`config.mk`:
```
export PLATFORM = sky130hd
export DESIGN_NAME = score_matrix_pingpong
export DESIGN_NICKNAME = d
export VERILOG_FILES = /design/src/rtl/score_matrix_pkg.sv /design/src/rtl/score_matrix_bank.sv /design/src/rtl/score_matrix_pingpong.sv
export SDC_FILE = /design/constraint.sdc
export NUM_CORES = 1
export LEC_CHECK = 0
export CAP_MARGIN = 20
export CORE_UTILIZATION = 45
export CTS_BUF_LIST = sky130_fd_sc_hd__clkbuf_8
export DETAILED_ROUTE_END_ITERATION = 7
export PLACE_DENSITY_LB_ADDON = 0.08
export SKIP_LAST_GASP = 1
export SYNTH_ARGS = -nofsm -noshare
export SYNTH_HDL_FRONTEND = slang
export SYNTH_SLANG_ARGS = --single-unit
```
`constraint.sdc`:
```
create_clock -name clk -period 1.9 [get_ports clk]
set_input_delay 0.38 -clock clk [delete_from_list [all_inputs] [get_ports clk]]
set_output_delay 0.38 -clock clk [all_outputs]
set_load 0.005 [all_outputs]
```
`src/rtl/score_matrix_pkg.sv`:
```
// rtl/score_matrix_pkg.sv - shared constants, index-width helper and types for the score matrix
//
// Default geometry is 10 rows x 10 columns x 2-bit elements. The types below
// describe that default geometry; parametrised modules derive their own widths
// from ROWS/COLS/W.
package score_matrix_pkg;

  localparam int ROWS_DEF = 10;
  localparam int COLS_DEF = 10;
  localparam int W_DEF    = 2;

  // Width of a column index. Never drops below 1 bit so a port can always
  // be declared.
  function automatic int col_idx_w(input int cols);
    return (cols > 1) ? $clog2(cols) : 1;
  endfunction

  typedef logic [W_DEF-1:0]                          elem_t;
  typedef logic [ROWS_DEF-1:0][W_DEF-1:0]            column_t;
  typedef logic [ROWS_DEF-1:0][COLS_DEF-1:0][W_DEF-1:0] matrix_t;

endpackage

```
`src/rtl/score_matrix_bank.sv`:
```
// rtl/score_matrix_bank.sv - one matrix bank: storage, written-column mask and full flag
//
// Ports:
//   clk, rst   clock and synchronous active-high reset
//   wr_en      accepted in-range column write aimed at this bank
//   wr_col     column index of the write
//   wr_data    column contents, row r = wr_data[r]
//   rel        consumer releases this (full) bank
//   full       bank holds a complete matrix
//   complete   combinational: this write completes the matrix
//   dup_hit    combinational: this write hits an already-written column
//              (present only with SCORE_MATRIX_DUP_CHECK_EN)
//   matrix     bank contents, [row][col][bit]
module score_matrix_bank
  import score_matrix_pkg::*;
#(
  parameter int ROWS = ROWS_DEF,
  parameter int COLS = COLS_DEF,
  parameter int W    = W_DEF
) (
  input  logic                               clk,
  input  logic                               rst,
  input  logic                               wr_en,
  input  logic [col_idx_w(COLS)-1:0]         wr_col,
  input  logic [ROWS-1:0][W-1:0]             wr_data,
  input  logic                               rel,
  output logic                               full,
  output logic                               complete,
`ifdef SCORE_MATRIX_DUP_CHECK_EN
  output logic                               dup_hit,
`endif
  output logic [ROWS-1:0][COLS-1:0][W-1:0]   matrix
);

  logic [COLS-1:0] mask;
  logic [COLS-1:0] col_onehot;

  // Explicit compare loop keeps out-of-range indices from selecting anything.
  always_comb begin
    col_onehot = '0;
    for (int c = 0; c < COLS; c++) begin
      col_onehot[c] = (int'(wr_col) == c);
    end
  end

  // A rewrite of an already-set bit cannot complete the round: the OR adds nothing.
  assign complete = wr_en && ((mask | col_onehot) == {COLS{1'b1}});

`ifdef SCORE_MATRIX_DUP_CHECK_EN
  assign dup_hit = wr_en && |(mask & col_onehot);
`endif

  // The top only writes a non-full bank and only releases a full one, so
  // rel and wr_en never act on the same bank in the same cycle.
  always_ff @(posedge clk) begin
    if (rst) begin
      matrix <= '0;
      mask   <= '0;
      full   <= 1'b0;
    end else begin
      if (wr_en) begin
        for (int c = 0; c < COLS; c++) begin
          if (col_onehot[c]) begin
            for (int r = 0; r < ROWS; r++) begin
              matrix[r][c] <= wr_data[r];
            end
          end
        end
        mask <= complete ? '0 : (mask | col_onehot);
        if (complete) full <= 1'b1;
      end
      if (rel) full <= 1'b0;
    end
  end

endmodule

```
`src/rtl/score_matrix_pingpong.sv`:
```
// rtl/score_matrix_pingpong.sv - double-buffered column-write scoring matrix with valid/ready read port
//
// Optional feature macro: SCORE_MATRIX_DUP_CHECK_EN (duplicate-column write detection).
//
// Ports:
//   clk, rst    clock and synchronous active-high reset
//   wr_valid    column write request
//   wr_ready    write bank can accept a column
//   wr_col      target column index
//   wr_data     column contents, row r = wr_data[r]
//   rd_valid    completed matrix available on matrix_out
//   rd_ready    consumer releases the presented matrix
//   rd_bank     bank shown on matrix_out
//   matrix_out  read bank contents, [row][col][bit]
//   col_err     one-cycle pulse after an accepted write with wr_col >= COLS
//   dup_err     one-cycle pulse after an accepted write to an already-written column
module score_matrix_pingpong
  import score_matrix_pkg::*;
#(
  parameter int ROWS = ROWS_DEF,
  parameter int COLS = COLS_DEF,
  parameter int W    = W_DEF
) (
  input  logic                               clk,
  input  logic                               rst,
  input  logic                               wr_valid,
  output logic                               wr_ready,
  input  logic [col_idx_w(COLS)-1:0]         wr_col,
  input  logic [ROWS-1:0][W-1:0]             wr_data,
  output logic                               rd_valid,
  input  logic                               rd_ready,
  output logic                               rd_bank,
  output logic [ROWS-1:0][COLS-1:0][W-1:0]   matrix_out,
  output logic                               col_err,
  output logic                               dup_err
);

  logic       wp;
  logic       rp;
  logic [1:0] full;
  logic [1:0] complete;
  logic [1:0] wr_en;
  logic [1:0] rel;
  logic       wr_acc;
  logic       col_ok;
  logic       rd_acc;
  logic [ROWS-1:0][COLS-1:0][W-1:0] bank_mat [2];

  // Handshake flags decode registered state only.
  assign wr_ready = !full[wp];
  assign rd_valid = full[rp];
  assign rd_bank  = rp;
  assign matrix_out = bank_mat[rp];

  assign wr_acc = wr_valid && wr_ready;
  assign col_ok = int'(wr_col) < COLS;
  assign rd_acc = rd_valid && rd_ready;

`ifdef SCORE_MATRIX_DUP_CHECK_EN
  logic [1:0] dup_hit;
`endif

  for (genvar b = 0; b < 2; b++) begin : g_bank
    assign wr_en[b] = wr_acc && col_ok && (wp == 1'(b));
    assign rel[b]   = rd_acc && (rp == 1'(b));

    score_matrix_bank #(
      .ROWS (ROWS),
      .COLS (COLS),
      .W    (W)
    ) u_bank (
      .clk      (clk),
      .rst      (rst),
      .wr_en    (wr_en[b]),
      .wr_col   (wr_col),
      .wr_data  (wr_data),
      .rel      (rel[b]),
      .full     (full[b]),
      .complete (complete[b]),
`ifdef SCORE_MATRIX_DUP_CHECK_EN
      .dup_hit  (dup_hit[b]),
`endif
      .matrix   (bank_mat[b])
    );
  end

  // Only the write bank can complete, so any completion flips wp.
  always_ff @(posedge clk) begin
    if (rst) begin
      wp      <= 1'b0;
      rp      <= 1'b0;
      col_err <= 1'b0;
    end else begin
      if (|complete) wp <= ~wp;
      if (rd_acc)    rp <= ~rp;
      col_err <= wr_acc && !col_ok;
    end
  end

`ifdef SCORE_MATRIX_DUP_CHECK_EN
  always_ff @(posedge clk) begin
    if (rst) dup_err <= 1'b0;
    else     dup_err <= |dup_hit;
  end
`else
  assign dup_err = 1'b0;
`endif

endmodule

```
Word level (Yosys, flattened, before mapping):

Index checks and enable logic that the tools add are counted.

* bits in registers: 425
* input port bits: 28
* output and inout bits: 205
* logic and storage cells: 274

* $lt $le $gt $ge: 4
* eq/ne operators: 11
* mux-type cells: 9
* bitwise logic cells: 5
* reduce and logical (&&, ||, !) cells: 38

Operator list (number)
* $mux 200: 3
* $reduce_and 2->1: 22
* $eq 4x4->1 const B: 6
* $eq 10x10->1 const B: 2
* $mux 10: 2
* $or 10x10->10: 2
* $logic_and 1x1->1: 10
* $eq 4x3->1 const B: 2
* $reduce_or 2->1: 3
* $eq 4x2->1 const B: 1
* $logic_not 4->1: 1
* $lt 1x2->1 const B: 2
* $lt 4x4->1 const B: 1
* $mux 1: 4
* $ge 2x2->1 const B: 1
* $logic_not 1->1: 2
* $not 1->1: 2
* $not 1->2: 1

Logic depth before layout (Yosys ltp):

Gate-level depths: netlist of the first run.

* depth in word-level cells: 8
* depth in mapped cells: 8
* mapped depth without buffers: 5

By module:

A second synthesis of the first run with hierarchy kept.

* cells, all modules: 2202
* area total of the unflattened synthesis: 19112.1 um^2

Modules (own cells, without submodules)
* score_matrix_bank: instances 2, cells an instance 980, area each 7928.9 um^2, seq. area each 4224.1 um^2
* score_matrix_pingpong: instances 1, cells an instance 242, area each 3254.4 um^2, seq. area each 60.1 um^2

Least setup slack after synthesis of the first run:

No wires, ideal clock.

* kind: flip-flop to output port
* start point: register rp (netlist: rd_bank)
* end point: output matrix_out[141] (netlist bit)
* arrival: 1.528 ns
* data required time: 1.520 ns
* path slack: -0.008 ns
* cell stages (with the launch flop): 5
* buffers on the path: 3
* cell sequence: dfxtp_1 > clkbuf_1 > clkbuf_1 > clkbuf_1 > mux2_2

RTL lines
* start: declaration: RTL line score_matrix_pingpong.sv:39 `logic rp;`
* start signal: assignment: RTL line score_matrix_pingpong.sv:95 `if (rd_acc) rp <= ~rp;`
* end: declaration: RTL line score_matrix_pingpong.sv:33 `output logic [ROWS-1:0][COLS-1:0][W-1:0] matrix_out,`

==> results of run 1 <==
[cells in the mapped netlist, types with 2 or more instances]
cell type  number  area share (%)
nand2_1       822              18
dfxtp_1       425              49
a21oi_1       403              12
mux2_2        201              13
clkbuf_1      146             3.1
buf_2          46             1.3
nor2_1         22            0.47
o21a_1         20            0.86
o21ai_0         9            0.26
nand3_1         8            0.23
nand4_1         7            0.25
nand2b_1        6            0.21
buf_6           4            0.26
nand3b_1        3            0.13
o21ai_1         3           0.086
a41oi_1         2            0.10
and2_1          2           0.071
buf_4           2           0.086
nor2b_1         2           0.071
nor3b_1         2           0.086
nor4b_1         2            0.10
nor4b_2         2            0.17
or3_1           2           0.071
or3b_1          2            0.10
[per-stage QoR]
step	cells	TNS, ns	hold slack, ns	worst slack (ns)	total power, mW
after floorplan	2164	-0.413	0.433	-0.00826	9.64
after global placement	2899	-158.15	0.438	-0.512	10.1
after detailed placement	2899	-169.21	0.443	-0.576	10.1
after CTS	3127	-119.90	0.119	-0.754	18.3
after global routing	3152	-106.96	0.144	-0.664	18.8
final	3152	-96.58	0.151	-0.604	18.2
[power by group through the flow]
stage / clock network (mW) / logic, mW / registers [mW]
6_report: 8.27 / 0.985 / 9.00
5_1_grt: 8.79 / 1.04 / 9.00
4_1_cts: 8.35 / 0.942 / 8.99
3_5_place_dp: 0 / 0.937 / 9.19
3_3_place_gp: 0 / 0.932 / 9.19
2_1_floorplan: 0 / 0.454 / 9.18
[area by class of cell]
| type | count | area [um^2] |
|---|---|---|
| Timing Repair Buffer | 549 | 6080 |
| Clock buffer | 97 | 1340 |
| Fill cell | 3101 | 12400 |
| Multi-Input combinational cell | 1540 | 8920 |
| Clock inverter | 30 | 123 |
| Tap cell | 511 | 639 |
| Sequential cell | 425 | 8520 |
[state kept, by name, summed over array words and instances, names as in the netlist]
| register | cells |
|---|---|
| g_bank.u_bank.matrix | 400 |
| g_bank.u_bank.mask | 20 |
| g_bank.u_bank.full | 2 |
| col_err | 1 |
| rd_bank | 1 |
| wp | 1 |
[metal layers]
layer	vias up	GRT usage, %	share of wire [%]
met3	186	6.58	8.4
met1	8109	43.5	40
met4	0	16.5	4.5
met2	792	53.8	47
met5	-	0	0
li1	7970	-	-
[kinds of logic (layout without fill, tap and decap cells)]
family	after synthesis	count (layout)
compound gates	442	442
mux	202	202
other cells	1	1
buf+inv	199	676
flops	425	425
simple gates	895	895
[path summary, 6_finish.rpt]
check	startpoint	endpoint	slack (ns)	cells after the start
max	rd_bank	matrix_out[116]	-0.60	3
min	rst	g_bank[1].u_bank.matrix[78]	0.15	2
max reg2reg	wp	g_bank[0].u_bank.matrix[27]	0.07	10
min reg2reg	g_bank[0].u_bank.matrix[7]	g_bank[0].u_bank.matrix[7]	0.45	2
[critical path, cell delays in order (launching register included)]
cell and delay [ns]:
dfxtp_4 0.45, buf_12 0.20, mux2_2 0.37, clkdlybuf4s50_1 0.45
[timing repair]
action | 4_1_cts | 5_1_grt
gates resized for setup | 723 | 294
endpoints found under the setup margin | 203 | 308
pin swaps | 0 | 7
setup buffers | 93 | 52
gates cloned | 9 | 2
==> summary.md, run 1 <==
| Metric | Value |
|---|---|
| Register area share after synthesis | `48.5%` |
| Fmax | `0.399 GHz` |
| Die Y | `199 um` |
| Initial Utilization | `46.1%` |
| Buffers added on ports | `231` |
| Failing checks | `negative setup slack` |
| Post-Syn Instances | `2164` |
| Initial drt markers | `1458` |
| Final setup fails | `202` |
| Status | `complete, but fails checks` |
| DRT antenna net count | `0` |
| Reg power frac | `49.3%` |
| Nature of the critical path startpoint | `register` |
| Diodes inserted | `0` |
| Initial DRT Pass Iterations | `7` |
| # IOs | `233` |
| Pint | `13.9 mW` |
| Synthesis-to-layout area growth | `46.1%` |
| Nets | `2617` |
| Wirelength per Cell | `21.5 um` |
| Die area | `39800 um^2` |
| H-Tree Depth | `3` |
| Post-layout util | `67.4%` |
| Commonest non-fill, non-tap cell in the layout | `nand2_1` |
| CTS buffer count | `73` |
| Adder-cell area share of the yosys netlist | `0%` |
| Crit path required time | `1.52 ns` |
| Largest family of logic cells by synthesized area | `simple AND/OR/NAND/NOR gates` |
| Yosys cell types | `45` |
| Residual DRC count | `0` |
| FP Rows | `71` |
| Mapped Nets | `2192` |
| Crit Path Class | `register to output port` |
| WL final | `67.7 mm` |
| Warnings from Yosys | `0` |
| Share of synthesized registers carrying an async set or reset | `0%` |
| Setup Skew | `0.0102 ns` |
| VDD IR max | `0.000597 V` |
| Clock Path Buffers | `3` |
| Via Count | `17.1k` |
| Clock Sinks | `425` |
| Cell Pwr Density | `712 nW/um^2` |
| Power share of the combinational group | `5.4%` |
| Maxcap violations | `0` |
| Compound-Gate Fraction of Synth Area | `13.2%` |
| Critical Path Sink Type | `output port` |
| Primary FF master, synth | `dfxtp_1` |
| Final HPWL DP | `43.3 mm` |
| CP max FO | `19` |
| First-pass GRT wire length | `98.7 mm` |
| Switching power | `4.35 mW` |
| Vias per cell | `5.41` |
| Design area | `25600 um^2` |
| Simple-gate share of the synthesized area | `20.4%` |
| Pin count of the biggest net entering global routing | `93` |
| Synthesized area | `17500 um^2` |
| Synth Area in XOR/XNOR | `0%` |
| RSZ-0062 raised after global routing | `yes` |
| Overall routing resource usage | `33.7%` |
| Skew-Pair Late Insertion Delay | `0.63 ns` |
| GPL Wtd Cong | `0.877` |
| CORE AREA | `38000 um^2` |
| Minimum clock period | `2.50 ns` |
| CTS tree | `built` |
| Mux contribution to synthesized area | `13.0%` |
| Vias in the first global route | `16.6k` |
| Final Hold Viols | `0` |
| Number of flops mapped to enable cells by yosys | `0` |
| Die X | `199 um` |
| Antenna violations before repair | `0` |
| Clock-pin transition on the worst setup and hold timing paths | `0.06 ns` |
| Layout cells sized above 1 | `30.7%` |
| Final WS setup | `-0.604 ns` |
| Switching part of the total | `23.8%` |
| Mean post-synth cell area | `8.10 um^2` |
| Tcrit/Tclk final | `132%` |
| Hold Crit Class | `primary input to register` |
| Global route overflow | `0` |
| Leading cell types in the layout, fill and taps excluded | `nand2_1 (817), dfxtp_1 (421), a21oi_1 (400)` |
| Clock Power Share | `45.3%` |
| Arrival time worst endpoint | `2.12 ns` |
| #FFs+latches synth | `425` |
| # hold bufs at CTS | `0` |
| Leakage | `9.91 nW` |
| Clock Tree Root | `clkbuf_8` |
| Final number of max-transition violations | `0` |
| Placed cell areas | `21900 um^2` |
No activity file was read; power rests on OpenSTA's default activity.
==> inputs of run 2 (changes only) <==
--- a/config.mk
+++ b/config.mk
@@ -6,6 +6,7 @@
 export NUM_CORES = 1
 export LEC_CHECK = 0
 export CAP_MARGIN = 20
+export CORE_MARGIN = 2
 export CORE_UTILIZATION = 45
 export CTS_BUF_LIST = sky130_fd_sc_hd__clkbuf_8
 export DETAILED_ROUTE_END_ITERATION = 7
==> constraint.sdc (replaced) <==
create_clock -name clk -period 2.2 [get_ports clk]
set_input_delay 0.44 -clock clk [delete_from_list [all_inputs] [get_ports clk]]
set_output_delay 0.44 -clock clk [all_outputs]
set_load 0.005 [all_outputs]
==> run 2 against run 1 <==
The flow still finishes with violations (negative setup slack). Clock skew is 0.029 ns higher. Sequential cell count stayed put. Combinational power is 21% lower. Critical path depth is 4 higher. Non-clock buffer count is 37 lower.
==> summary.md, run 2 (same netlist as run 1, synthesis figures left out) <==
| Metric | Value |
|---|---|
| Die area | `40600 um^2 (was 39800 um^2)` |
| Largest Register | `g_bank.u_bank.matrix (unchanged)` |
| Vias per cell | `5.34 (was 5.41)` |
| Maxcap violations | `0 (unchanged)` |
| Leading cell types in the layout, fill and taps excluded | `nand2_1 (822), dfxtp_1 (422), a21oi_1 (403) (was nand2_1 (817), dfxtp_1 (421), a21oi_1 (400))` |
| First-pass GRT wire length | `94.7 mm (was 98.7 mm)` |
| Tcrit/Tclk final | `115%` |
| Nature of the critical path startpoint | `register (unchanged)` |
| Cell count along the critical path | `7 (was 3)` |
| Synthesis-to-layout area growth | `40.5% (was 46.1%)` |
| Worst Tran Pin Value | `0.527 ns` |
| Fmax | `0.395 GHz` |
| Design area | `24600 um^2 (was 25600 um^2)` |
| DP Worst Slack | `-0.323 ns (was -0.576 ns)` |
| Placed cell areas | `21400 um^2 (was 21900 um^2)` |
| WL final | `66.5 mm (was 67.7 mm)` |
| Worst hold start | `rst (unchanged)` |
| Residual DRC count | `0 (unchanged)` |
| Cell Pwr Density | `620 nW/um^2 (was 712 nW/um^2)` |
| Crit Path Class | `register to output port (unchanged)` |
| Final WS setup | `-0.333 ns (was -0.604 ns)` |
| Global route overflow | `0 (unchanged)` |
| Critical Path Sink Type | `output port (unchanged)` |
| Crit-path cells | `clkbuf_16, buf_8, buf_16, buf_12, buf_6, mux2_4, buf_6 (was buf_12, mux2_2, clkdlybuf4s50_1)` |
| Clock Sinks | `425 (unchanged)` |
| Total power draw | `15.3 mW (was 18.2 mW)` |
| Commonest non-fill, non-tap cell in the layout | `nand2_1 (unchanged)` |
| Final setup fails | `198 (was 202)` |
| Initial drt markers | `1409 (was 1458)` |
| GPL Wtd Cong | `0.899 (was 0.877)` |
| FILL cells | `3376 (was 3101)` |
| Setup Skew | `0.0396 ns (was 0.0102 ns)` |
| RSZ-0062 raised after global routing | `yes (unchanged)` |
| Tightest hold margin | `0.250 ns (was 0.151 ns)` |
| Layout cells sized above 1 | `29.8% (was 30.7%)` |
| Final HPWL DP | `41.0 mm (was 43.3 mm)` |
| Hold Crit Depth | `2 (unchanged)` |
| Die Y | `201 um (was 199 um)` |
| Pin count of the biggest net entering global routing | `91 (was 93)` |
| Die X | `201 um (was 199 um)` |
| # IOs | `233 (unchanged)` |
| Status | `complete, but fails checks (unchanged)` |
| DRT antenna net count | `0 (unchanged)` |
| CORE AREA | `38600 um^2 (was 38000 um^2)` |
| Family with the most delay on the worst path | `buffers and inverters (unchanged)` |
| Wirelength per Cell | `21.3 um (was 21.5 um)` |
| Clock Path Buffers | `3 (unchanged)` |
| Critical Path Slowest Stage Cell | `dfxtp_4 (unchanged)` |
| Final Hold Viols | `0 (unchanged)` |
| Largest register FFs | `400 (unchanged)` |
| Reg-to-Reg Start | `g_bank[1].u_bank.full (was wp)` |
| Leakage | `9.98 nW (was 9.91 nW)` |
| CTS buffer count | `70 (was 73)` |
| Multi-input logic area | `8900 um^2 (was 8920 um^2)` |
| Initial DRT Pass Iterations | `5 (was 7)` |
| FP Rows | `72 (was 71)` |
| Largest regs | `g_bank.u_bank.matrix: 400 flops, g_bank.u_bank.mask: 20 flops, g_bank.u_bank.full: 2 flops (unchanged)` |
| Nets | `2577 (was 2617)` |
| Final number of max-transition violations | `0 (unchanged)` |
| Clock Tree Root | `clkbuf_8 (unchanged)` |
| CTS tree | `built (unchanged)` |
| Buf/Inv on CP | `6 (was 2)` |
| Failing checks | `negative setup slack (unchanged)` |
| Worst stage delay on the critical path | `0.38 ns (was 0.45 ns)` |
| CP max FO | `5 (was 19)` |
| Buffers added on ports | `231 (unchanged)` |
| Relative slew slack | `64.4%` |
| Vias in the first global route | `15.6k (was 16.6k)` |
| Skew-Pair Late Insertion Delay | `0.64 ns (was 0.63 ns)` |
| H-Tree Depth | `3 (unchanged)` |
| Minimum clock period | `2.53 ns` |
| FF+latch area | `8520 um^2 (about the same)` |
| Post-layout util | `63.9% (was 67.4%)` |
| VDD IR max | `0.000373 V (was 0.000597 V)` |
| Worst Setup SP | `rd_bank (unchanged)` |
| Overall routing resource usage | `30.7% (was 33.7%)` |
| Arrival time worst endpoint | `2.09 ns (was 2.12 ns)` |
| Via Count | `16.7k (was 17.1k)` |
| Clock-pin transition on the worst setup and hold timing paths | `0.06 ns (about the same)` |
| Hold Crit Class | `primary input to register (unchanged)` |
| Crit path required time | `1.76 ns (was 1.52 ns)` |
| R2R depth | `7 (was 10)` |
| Initial Utilization | `45.5% (was 46.1%)` |
| Most used cell, CP | `buf_6` |
| Antenna violations before repair | `1 (was 0)` |
| Diodes inserted | `0 (unchanged)` |
==> run 2: changes by cell type in the layout (fill, tap and decap cells not counted), moves of 20 or more <==
cell,previous run,this run
clkdlybuf4s50_1,47,27
buf_6,199,114
buf_12,62,40
dlymetal6s2s_1,9,38
clkbuf_2,24,99
dlygate4sd2_1,26,0
mux2_4,144,179
mux2_2,57,22
==> run 2: metal layers <==
metal,GRT usage (%),vias up,part of all wire [%]
met4,13.4,0,3.4
met1,40.2,7958,41
met5,1.43,-,0
met3,5.56,135,7.7
met2,49.7,690,47
li1,-,7872,-
==> run 2: worst paths after layout <==
check / endpoint / slack [ns]
worst min-delay path: g_bank[0].u_bank.matrix[66] / 0.25
worst min register to register: g_bank[1].u_bank.matrix[76] / 0.45
worst max register to register: g_bank[1].u_bank.matrix[133] / 0.23
worst max-delay path: matrix_out[62] / -0.33
==> run 2: cell type report <==
class | count | area share, %
Clock buffer | 85 | 4.75
Clock inverter | 36 | 0.711
Sequential cell | 425 | 34.6
Timing Repair Buffer | 512 | 21.2
Tap cell | 518 | 2.63
Multi-Input combinational cell | 1540 | 36.1
==> run 2: repair_timing <==
item,4_1_cts,5_1_grt
resized for setup,174,605
hold buffers,0,0
cloned,4,14
endpoints found under the setup margin,203,203
buffers inserted,27,78
==> run 2: through the flow <==
stage | instances | TNS (ns)
after floorplan | 2164 | 0
after global placement | 2877 | -69.11
after detailed placement | 2877 | -74.48
after CTS | 3029 | -89.47
after global routing | 3116 | -50.02
final | 3116 | -40.91
==> run 2: where the power goes <==
| part | total [mW] | internal (mW) | switching (mW) |
|---|---|---|---|
| clock | 6.73 | 3.50 | 3.23 |
| sequential | 7.77 | 7.74 | 0.0256 |
| combinational | 0.777 | 0.300 | 0.476 |
==> patch 1: new RTL, settings of run 2 <==
Add a define of `SCORE_MATRIX_DUP_CHECK_EN`.
--- a/src/rtl/score_matrix_bank.sv
+++ b/src/rtl/score_matrix_bank.sv
@@ -13,2 +13,4 @@
 //   matrix     bank contents, [row][col][bit]
+`define SCORE_MATRIX_DUP_CHECK_EN
+
 module score_matrix_bank
Function: changed (Yosys sat finds a counterexample within 4 cycles, from zero or initial values and one cycle with rst high).
==> patch 1 against run 2 <==
- the flow still finishes with violations (negative setup slack)
- sequential power hardly changed
- clock skew fell by 0.022 ns
- total power is 1.7% higher
- worst setup slack worse by 0.070 ns
- sequential share of layout area down 1.8 points
- sequential cell count increased by 1
- cell area is 5.8% higher
- area after synthesis grew 1.3%
- routed wire length increased by 7.7%
==> patch 1: results (changes against run 2) <==
| Metric | Value |
|---|---|
| Place WS | -0.2946 ns (+0.02794 ns) |
| Detailed Route Iter0 Violations | 1856 (+32%) |
| Nets | 2664 (+3.4%) |
| Worst-Margin Slew | 0.4554 ns (-0.07162 ns) |
| Mean Syn Cell Area | 8.114 um^2 (+0.16%) |
| Pin count of the biggest net entering global routing | 69 (-24%) |
| Global Route Usage Sum | 33.39% (+2.6 points) |
| Final wirelength | 71620 um (+7.7%) |
| Sw Share | 24.83% (+0.40 points) |
| Fin cells | 3203 (+2.8%) |
| Ratio of cells with drive above 1 in the final layout | 32.03% (+2.3 points) |
| Synth top area cells | dfxtp_1, nand2_1, mux2_2 |
| DP Area | 22050 um^2 (+3.2%) |
| Max VDD drop | 0.5516 mV (+48%) |
| Placed Instances | 2926 (+1.7%) |
| Cell variety after synth | 51 (+13%) |
| Slowest stage delay, CP | 0.40 ns (+0.02 ns) |
| Final HPWL DP | 43950 um (+7.2%) |
| Vias per inst | 5.512 (+3.1%) |
| Clk_skew | 0.01727 ns (-0.02230 ns) |
| Worst-path fanout max | 6 (+1) |
| Port bufs | 232 (+0.43%) |
| Setup violators final | 201 (+1.5%) |
| Failing checks | negative setup slack |
| Status | finished, violations left |
| Worst Setup Slack, final | -0.4025 ns (-0.06991 ns) |
| Leakage | 10.44 nW (+4.7%) |
patch 1: changes by cell type after synthesis, sizes merged, moves of 4 or more:
cell and change:
a22oi +6, nor2b +4, nand4 -5, nand2 +4, buf +18, nor2 -6, clkbuf -16, and3 +4
nand3 +7
patch 1: metal layers:
metal  up-vias  track usage (%)  routed length [um]
met2       891            53.46               32900
met1      8493            45.28               29620
li1       8114                -                   -
met4         0            12.04                2726
met5         -                0                   0
met3       156            5.843                6378
patch 1: final timing paths:
| path | endpoint | slack (ns) | from |
|---|---|---|---|
| worst min register to register | g_bank[1].u_bank.matrix[127] | 0.45 | g_bank[1].u_bank.matrix[127] |
| worst min-delay path | g_bank[0].u_bank.matrix[172] | 0.22 | rst |
| worst max register to register | g_bank[0].u_bank.matrix[114] | 0.33 | g_bank[0].u_bank.full |
| worst max-delay path | matrix_out[56] | -0.40 | rd_bank |
patch 1: final cells by class:
type | count | area [um^2] | share of cell area (%)
repair buffers | 576 | 6344 | 24.34
clock inverters | 38 | 209.0 | 0.8019
well taps | 518 | 648.1 | 2.487
clock buffers | 83 | 1142 | 4.384
flip-flops and latches | 426 | 8536 | 32.76
multi-input cells | 1559 | 9168 | 35.18
inverters | 3 | 11.26 | 0.04322
patch 1: timing repair:
action,CTS,global route
gates cloned,13,8
pin swaps,0,0
setup buffers,73,79
endpoints found under the hold margin,0,0
setup endpoints to repair,203,201
resized for setup,496,506
hold buffers,0,0
patch 1: power groups by stage:
stage	combinational, W	sequential (W)	clock (W)
2_1_floorplan	0.000408	0.00795	0
3_3_place_gp	0.000852	0.00796	0
3_5_place_dp	0.000853	0.00796	0
4_1_cts	0.000857	0.00779	0.00688
5_1_grt	0.000926	0.00779	0.00727
6_report	0.000883	0.00779	0.00685
==> patch 2: new RTL, flow settings as in run 2 <==
Without the edit above. Register the output `col_err` once more, with the module's reset; this adds one clock of latency there. The other outputs are not delayed to match. Comments in the files are not updated.
--- a/src/rtl/score_matrix_pingpong.sv
+++ b/src/rtl/score_matrix_pingpong.sv
@@ -36,2 +36,4 @@
 );
+
+  logic col_err_s0;
 
@@ -91,3 +93,3 @@
       rp      <= 1'b0;
-      col_err <= 1'b0;
+      col_err_s0 <= 1'b0;
     end else begin
@@ -95,3 +97,3 @@
       if (rd_acc)    rp <= ~rp;
-      col_err <= wr_acc && !col_ok;
+      col_err_s0 <= wr_acc && !col_ok;
     end
@@ -108,2 +110,10 @@
 
+  always_ff @(posedge clk) begin
+    if (rst) begin
+      col_err <= '0;
+    end else begin
+      col_err <= col_err_s0;
+    end
+  end
+
 endmodule
Formal check against the unedited RTL: not equivalent (a bounded check fails within 4 cycles, from zero or initial values and one cycle with rst high).
==> patch 2 against run 2 <==
- the run still ends with negative setup slack left
- total power down 1.2%
- cell area up 4.0%
- register-to-register slack better by 0.15 ns
- worst setup slack worse by 0.017 ns
- clock power down 3.7%
- sequential cell count up 1
- final cell count up 1.5%
- first-iteration DRC count up 22%
- combinational power up 5.7%
- area after synthesis down 0.76%
- count of clock-buffer cells in the layout down 4
- critical path depth unchanged
- routed wire length up 3.2%
- non-clock buffer count up 40
- critical path type unchanged
==> patch 2: results (changes against run 2) <==
| Metric | Value |
|---|---|
| Status | finished, violations left |
| Failing checks | negative setup slack |
| Clock Tree Buf Depth | 3 (unchanged) |
| CP top delay family | buffers and inverters |
| Max VDD drop | 0.4931 mV (+32%) |
| Clk_skew | 0.01909 ns (-0.02048 ns) |
| Drt wl/cell | 21.70 um (+1.7%) |
| Source of the critical timing path | rd_bank |
| Final HPWL DP | 42370 um (+3.4%) |
| Worst-path fanout max | 5 (unchanged) |
| Register area share after synthesis | 49.02% (+0.49 points) |
| Port bufs | 231 (unchanged) |
| Number of diodes | 0 (unchanged) |
| Top cells by count, synth | nand2_1, dfxtp_1, a21oi_1, mux2_2, clkbuf_1 |
| Top cell type's share of synthesized area | 49.02% (+0.49 points) |
| Nets | 2623 (+1.8%) |
| First-pass DRT Iterations | 8 (+3) |
| Syn_nets | 2194 (+0.091%) |
| Worst Setup Slack, final | -0.3501 ns (-0.01748 ns) |
| Initial antenna violation count | 0 (-1) |
| Worst R2R Path Depth | 7 (unchanged) |
| Hold crit path type | input port to register |
| DP Area | 21580 um^2 (+0.97%) |
| Slew HR | 56.65% (-7.7 points) |
| Detailed Route Iter0 Violations | 1725 (+22%) |
| Reg2Reg Setup Slack | 0.38 ns (+0.15 ns) |
| CTS root buffer | clkbuf_8 |
| H-tree depth | 3 (unchanged) |
| Pin count of the biggest net entering global routing | 130 (+43%) |
| Slowest stage delay, CP | 0.43 ns (+0.05 ns) |
| Largest registers | g_bank.u_bank.matrix: 400 flops, g_bank.u_bank.mask: 20 flops, g_bank.u_bank.full: 2 flops |
| Fill cell count | 3175 (-6.0%) |
| Yosys warning total | 0 (unchanged) |
| Post-route ant nets | 0 (unchanged) |
| Worst-skew pair later-pin latency | 0.62 ns (-0.02 ns) |
| Hold Crit Endpoint | g_bank[0].u_bank.matrix[166] |
| CP arrival | 2.11 ns (+0.02 ns) |
| CTS Buf Count | 71 (+1.4%) |
| Cell variety after synth | 37 (-18%) |
| Hold_sp | rst |
| GP Congestion | 0.8269 (-8.0%) |
| Hold path depth | 2 (unchanged) |
| Crit Reg-Reg Endpoint | g_bank[0].u_bank.matrix[93] |
| Total number of vias | 17117 (+2.8%) |
| Asr flop ratio synth | 0% (unchanged) |
| Synth Flop Type | dfxtp_1 |
| Hold slack | 0.2416 ns (-0.008014 ns) |
| Global Route Usage Sum | 32.37% (+1.6 points) |
| Ratio of cells with drive above 1 in the final layout | 31.43% (+1.7 points) |
| Leakage | 9.978 nW (about the same) |
| First-pass GRT wire length | 99090 um (+4.6%) |
| R2r startpoint | g_bank[0].u_bank.full |
| Clk pin slew, worst setup/hold paths | 0.06 ns (about the same) |
| Synth top area cells | dfxtp_1, nand2_1, mux2_2 |
| Setup violators final | 202 (+2.0%) |
| Worst path slowest cell | dfxtp_4 |
| Vias in the first global route | 16243 (+4.1%) |
| Max reg flops | 400 (unchanged) |
## patch 2: cell type report
type	instances	area (um^2)	area share (%)
Clock inverter	41	175.2	0.6837
Multi-Input combinational cell	1542	8961	34.97
Tap cell	518	648.1	2.530
Sequential cell	426	8537	33.32
Timing Repair Buffer	552	6178	24.11
Inverter	2	7.507	0.02930
Clock buffer	81	1115	4.351
## patch 2: routing by layer
| layer | wire [um] | GRT usage [%] | vias to the layer above |
|---|---|---|---|
| met5 | 0 | 0 | - |
| li1 | - | - | 7964 |
| met1 | 27610 | 41.87 | 8206 |
| met3 | 5098 | 5.325 | 176 |
| met4 | 2786 | 12.99 | 0 |
| met2 | 33120 | 54.03 | 771 |
## patch 2: timing repair
item,in CTS,in global routing
cloned,11,5
gates resized for setup,754,414
setup buffers,85,62
endpoints found under the setup margin,202,202
## patch 2: worst max path at each step
stage,endpoint,slack [ns]
after detailed placement,g_bank[1].u_bank.mask[8],-0.40
after global routing,matrix_out[106],-0.40
final,matrix_out[106],-0.35
after floorplan,matrix_out[142],0.22
after CTS,matrix_out[189],-0.50
after global placement,g_bank[0].u_bank.mask[9],-0.37
## patch 2: power by group
part | internal [W] | switching (W)
Sequential | 0.00777 | 0.0000275
Clock | 0.00334 | 0.00314
Combinational | 0.000328 | 0.000493
## patch 2: stage by stage
| stage | setup WS (ns) | util (%) | total power (W) | cells | setup TNS, ns |
|---|---|---|---|---|---|
| final | -0.3501 | 66.76 | 0.01509 | 3162 | -46.21 |
| after global routing | -0.4014 | 66.76 | 0.01557 | 3162 | -56.46 |
| after CTS | -0.4969 | 63.92 | 0.01513 | 3111 | -64.01 |
| after detailed placement | -0.3979 | 56.22 | 0.008745 | 2893 | -85.51 |
| after global placement | -0.3683 | 56.22 | 0.008738 | 2893 | -75.54 |
| after floorplan | 0.2150 | - | 0.008332 | 2166 | 0 |
## patch 2: kinds of logic (layout without fill, tap and decap cells)
logic type / after synthesis / in the layout / synth area share [%]
mux: 202 / 202 / 13.07
compound gates: 440 / 440 / 13.16
flops: 426 / 426 / 49.02
buf+inv: 198 / 676 / 4.502
simple gates: 899 / 899 / 20.23
other cells: 1 / 1 / 0.02155
## patch 2: worst reg2reg max path, stage by stage, from the launching register on
cell and delay, ns:
dfxtp_2 0.37, or3b_1 0.47, nor3_1 0.17, buf_4 0.16, nand3_2 0.16, buf_12 0.21, nand2_1 0.07, a21oi_1 0.07
